**config.mk**
```make
export PLATFORM = sky130hd
export DESIGN_NAME = frontend_command_issuer
export DESIGN_NICKNAME = d
export VERILOG_FILES = /design/src/rtl/frontend_command_definition_pkg.sv /design/src/rtl/frontend_command_issuer.sv
export SDC_FILE = /design/constraint.sdc
export NUM_CORES = 1
export LEC_CHECK = 0
export CORE_ASPECT_RATIO = 1.25
export CORE_MARGIN = 5
export CORE_UTILIZATION = 33
export DETAILED_ROUTE_END_ITERATION = 6
export PLACE_DENSITY_LB_ADDON = 0.08
export SETUP_SLACK_MARGIN = 0.2
export SYNTH_ARGS = -nofsm -noshare
export SYNTH_HDL_FRONTEND = slang
export SYNTH_SLANG_ARGS = --single-unit
```
**constraint.sdc**
```tcl
create_clock -name clk -period 1.79 [get_ports clk]
set_input_delay 0.358 -clock clk [delete_from_list [all_inputs] [get_ports clk]]
set_output_delay 0.358 -clock clk [all_outputs]
set_load 0.02 [all_outputs]
```
**src/rtl/frontend_command_definition_pkg.sv**
```systemverilog
// Shared types and address field layout for the frontend command interface.
// A command is {op_type, row, bank, col, len, tag}. The host address splits as {row, bank, col}.
package frontend_command_definition_pkg;

    localparam int COL_W   = 10;
    localparam int BANK_W  = 3;
    localparam int ROW_W   = 16;
    localparam int LEN_W   = 4;
    localparam int TAG_W   = 4;
    localparam int FIELD_W = COL_W + BANK_W + ROW_W;

    typedef enum logic {
        OP_READ  = 1'b0,
        OP_WRITE = 1'b1
    } op_t;

    typedef enum logic [1:0] {
        S_IDLE  = 2'd0,
        S_CMD   = 2'd1,
        S_WDATA = 2'd2
    } issuer_state_t;

    typedef struct packed {
        op_t                op_type;
        logic [ROW_W-1:0]   row;
        logic [BANK_W-1:0]  bank;
        logic [COL_W-1:0]   col;
        logic [LEN_W-1:0]   len;
        logic [TAG_W-1:0]   tag;
    } frontend_command_t;

    // Fills only the address fields; op, len and tag are left at zero for the caller.
    function automatic frontend_command_t addr_to_fields(input logic [FIELD_W-1:0] addr);
        frontend_command_t c;
        c      = '0;
        c.col  = addr[COL_W-1:0];
        c.bank = addr[COL_W +: BANK_W];
        c.row  = addr[COL_W+BANK_W +: ROW_W];
        return c;
    endfunction

endpackage

```
**src/rtl/frontend_command_issuer.sv**
```systemverilog
// Transmit side of the frontend command interface: packs host requests into tagged commands
// and forwards write bursts to the scheduler after each write command's handshake.
module frontend_command_issuer
    import frontend_command_definition_pkg::*;
#(
    parameter int ADDR_W = 32,
    parameter int DATA_W = 64,
    parameter int LEN_W  = 4,
    parameter int TAG_W  = 4
) (
    input  logic              clk,
    input  logic              rst_n,
    input  logic              host_req_valid,
    output logic              host_req_ready,
    input  op_t               host_req_op,
    input  logic [ADDR_W-1:0] host_req_addr,
    input  logic [LEN_W-1:0]  host_req_len,
    input  logic              host_wdata_valid,
    input  logic [DATA_W-1:0] host_wdata,
    output logic              host_wdata_ready,
    output logic              o_cmd_valid,
    output frontend_command_t o_command,
    input  logic              i_cmd_ready,
    output logic              o_wdata_valid,
    output logic [DATA_W-1:0] o_wdata,
    output logic              o_wlast,
    input  logic              i_wdata_ready,
    output logic              o_busy
);

    issuer_state_t     state;
    logic [TAG_W-1:0]  tag_cnt;
    logic [LEN_W-1:0]  beat_cnt;
    frontend_command_t req_cmd;
    logic              in_wdata;
    logic              beat_fire;
    logic              unused_addr_bits;

    // Address bits above the row field carry no meaning for the scheduler.
    assign unused_addr_bits = ^host_req_addr[ADDR_W-1:FIELD_W];

    always_comb begin
        req_cmd         = addr_to_fields(host_req_addr[FIELD_W-1:0]);
        req_cmd.op_type = host_req_op;
        req_cmd.len     = host_req_len;
        req_cmd.tag     = tag_cnt;
    end

    // The write beat path is a straight pass-through, gated so that no beat can leak outside WDATA.
    assign in_wdata         = (state == S_WDATA);
    assign o_wdata_valid    = in_wdata & host_wdata_valid;
    assign o_wdata          = host_wdata;
    assign host_wdata_ready = in_wdata & i_wdata_ready;
    assign o_wlast          = o_wdata_valid & (beat_cnt == '0);
    assign beat_fire        = o_wdata_valid & i_wdata_ready;

    always_ff @(posedge clk or negedge rst_n) begin
        if (!rst_n) begin
            state          <= S_IDLE;
            o_command      <= '0;
            tag_cnt        <= '0;
            beat_cnt       <= '0;
            o_cmd_valid    <= 1'b0;
            host_req_ready <= 1'b1;
            o_busy         <= 1'b0;
        end else begin
            case (state)
                S_IDLE: begin
                    if (host_req_valid) begin
                        o_command      <= req_cmd;
                        o_cmd_valid    <= 1'b1;
                        host_req_ready <= 1'b0;
                        o_busy         <= 1'b1;
                        state          <= S_CMD;
                    end
                end
                S_CMD: begin
                    if (i_cmd_ready) begin
                        o_cmd_valid <= 1'b0;
                        tag_cnt     <= tag_cnt + 1'b1;
                        if (o_command.op_type == OP_WRITE) begin
                            beat_cnt <= o_command.len;
                            state    <= S_WDATA;
                        end else begin
                            host_req_ready <= 1'b1;
                            o_busy         <= 1'b0;
                            state          <= S_IDLE;
                        end
                    end
                end
                S_WDATA: begin
                    if (beat_fire) begin
                        if (beat_cnt == '0) begin
                            host_req_ready <= 1'b1;
                            o_busy         <= 1'b0;
                            state          <= S_IDLE;
                        end else begin
                            beat_cnt <= beat_cnt - 1'b1;
                        end
                    end
                end
                default: begin
                    o_cmd_valid    <= 1'b0;
                    host_req_ready <= 1'b1;
                    o_busy         <= 1'b0;
                    state          <= S_IDLE;
                end
            endcase
        end
    end

endmodule

```
==> flow_metrics.tcl <==
set metrics [dict create \
    core_um2 7790 \
    clockPowerShare 0.108 \
    gp_congestion 0.702 \
    drive_above_1_share 0.321 \
    cts_buffer_depth 2 \
    worst_hold_path_type "input port to async pin" \
    p_sw_frac 0.375 \
    synthTopCellsByArea "dfrtp_1, buf_4, mux2_2, mux2_1, dfstp_2" \
    first_global_vias 1846 \
    worst_slack_ns -0.00444 \
    antenna_cells 0 \
    avgViaCountPerCell 4.76 \
    worst_pin_slew_ns 0.324 \
    cp-start-kind "flip-flop" \
    io_buffers 83 \
    cts.clk_slew.worst_paths_ns 0.09 \
    status "complete, but fails checks" \
    wl_met2_um 3420 \
    syn_area_um2 2620 \
    leakagePower_nw 1.59 \
    cp.arrival_ns 1.44 \
    multiInputGateArea_um2 926 \
    clk_latency_ns 0.30 \
    p_comb_frac 0.549 \
    path_class "flip-flop to primary output" \
    netlist.area_leader.share 0.477 \
    drtIter0Drc 38 \
    synth_nets 323 \
    synth_flop_cell "dfrtp_1" \
    dieArea_um2 9840 \
    violations "negative setup slack" \
    nets 370 \
    timing.final.crit_period_ns 1.79 \
    wl_met1_um 2290 \
    drt_wl_total_um 6380 \
    yosys_warnings 0 \
    synth.avg_cell_area_um2 12.3 \
    ff_latch_area_um2 1280 \
    finalCritPeriodShare 1.00 \
    wl_per_cell_um 17.9 \
    grt_setup_unrepaired "yes" \
    dr.pass1.iters 3 \
    cp_slowest_cell "dfrtp_1" \
    crit_chain "inv_2 > ha_4 > nor3b_4 > and3_1 > buf_6" \
    final_max_slew_viol_count 0 \
    ys_ff_latch 51 \
    drc 0 \
    antenna_found_initial 0 \
    top_layer "met4" \
    grt_pass1_wl_um 9770 \
    grt_max_degree 26 \
    fin_cells 357 \
    max_slew_margin 0.784 \
    grt_overflow_total 0 \
    critPathMaxStageDelay_ns 0.40 \
    drv_cap 0 \
    place_inst 338 \
    wl_met3_um 446 \
    synth_top_area_cell "dfrtp_1" \
    synthCells 214 \
    dpl.hpwl_um 4700 \
    worstSetupEndpointType "primary output" \
    cp_max_fo 2 \
    internal-power_mw 3.83 \
    rows 36 \
    cts_num_sinks 51 \
    yosysSeqAreaShare 0.487 \
    num-fill-cells 775 \
    mostFrequentLayoutCells "dfrtp_1, dlygate4sd2_1, clkdlybuf4s50_1, mux2_4, buf_4" \
    layout_commonest_cell "dfrtp_1" \
    drt.antenna.violating_nets 0 \
    die_x_um 89.7 \
    total_power_mw 6.12 \
    ir_drop_mv 0.816 \
    yosys.cell_types.count 38 \
    regToRegSetupSlack_ns 0.24 \
    io_pins 215 \
    cts_buffers 5 \
    htree_levels 2 \
    finalClockSkew_ns 0.00842 \
    cts_tree "yes" \
    root_buffer "clkbuf_8" \
    hold_viol_final 0 \
    final_util 0.446 \
    p_sw_mw 2.29 \
    required_ns 1.43 \
    area_growth_pct 32.5 \
    fmax_mhz 557 \
    synth_edf_count 0 \
    die_h_um 110 \
    gr-usage-all-layers 0.126 \
    num_vias 1698 \
    cp_num_buf_inv 2 \
    crit_family "simple AND/OR/NAND/NOR gates" \
    r2r_cells 6 \
    path_depth 5 \
    synthArstFlopShare 1.00 \
    initial_core_util 0.337 \
    p_per_area_nw_per_um2 1760 \
    setup_viol 1 \
    seq_power_share 0.344 \
]
## layer usage
| metal | GRT usage | vias to the layer above |
|---|---|---|
| li1 | - | 759 |
| met1 | 0.135 | 831 |
| met2 | 0.219 | 70 |
| met3 | 0.0390 | 38 |
| met4 | 0.0713 | 0 |
| met5 | 0 | - |
## metrics by stage
step | instance area [µm²] | worst slack (ns) | hold WS (ns) | setup TNS, ns
floorplan | 2620 | 0.300 | 0.0624 | 0
global placement | 3190 | -0.254 | 0.233 | -0.541
detailed placement | 3190 | -0.275 | 0.233 | -0.736
CTS | 3360 | -0.0257 | 0.428 | -0.0257
global route | 3480 | -0.0747 | 0.456 | -0.0747
finish | 3480 | -0.00444 | 0.436 | -0.00444
## power groups by stage
stage                     Sequential [mW]  Clock, mW  Combinational, mW
after floorplan                      2.69          0               1.32
after global placement               2.11          0               3.24
after detailed placement             2.12          0               3.25
after CTS                            2.10      0.695               3.19
after global routing                 2.20      0.730               3.62
final                                2.10      0.658               3.36
## worst register-to-register path: stages (launching register included)
cell,delay [ns]
dfrtp_1,0.41
buf_6,0.12
nand2b_4,0.14
nor2_4,0.18
buf_6,0.15
clkbuf_16,0.15
mux2_4,0.29
## logic make-up (layout without fill, tap and decap cells)
kind of cell / Yosys count / in the layout / share of synthesized area
adder cells (fa/ha/maj): 2 / 2 / 0.00954
flip-flops: 51 / 51 / 0.487
AO/OA/AOI/OAI: 16 / 16 / 0.0453
multiplexers: 40 / 40 / 0.171
buffers and inverters: 74 / 122 / 0.205
XOR/XNOR: 3 / 3 / 0.0100
AND/OR/NAND/NOR: 28 / 28 / 0.0716
## repair_timing
action                                  4_1_cts  5_1_grt
gates resized for setup                      75       12
gates cloned                                  1        1
pin swaps                                     2        2
endpoints found under the hold margin         8        0
hold buffers                                  1        0
endpoints found under the setup margin       61       29
setup buffers                                 4        4
## final timing paths
path                                     start             end
worst max-delay path               beat_cnt[0]         o_wlast
worst min-delay path                     rst_n   o_command[30]
worst max register to register        state[0]    o_command[1]
worst min register to register  host_req_ready  host_req_ready
max in group asynchronous                rst_n   o_command[26]
min in group clk                host_req_ready  host_req_ready
## synthesized netlist by cell type, types with 2 or more instances
library cell	n
a211oi_1	3
a21oi_1	2
and2_1	2
and3_1	2
and4b_1	2
buf_4	69
dfrtp_1	50
ha_1	2
inv_1	4
mux2_1	4
mux2_2	35
nand2_1	2
nand2b_1	4
nand4_1	2
nand4b_1	2
nor2_1	2
nor2b_1	3
o22ai_1	3
xnor2_1	2
## state kept, by name, summed over array words and instances, names as in the netlist
name / flops
o_cmd_valid: 1
o_busy: 1
tag_cnt: 4
state: 2
host_req_ready: 1
o_command: 38
beat_cnt: 4
## layout make-up
| type | count | share of cell area |
|---|---|---|
| sequential | 51 | 0.368 |
| clock buffer | 6 | 0.0209 |
| inverter | 4 | 0.00432 |
| timing repair buffer | 110 | 0.303 |
| tap | 95 | 0.0342 |
| clock inverter | 2 | 0.00360 |
| multi-input combinational | 89 | 0.266 |
No activity file was read; power rests on OpenSTA's default activity.
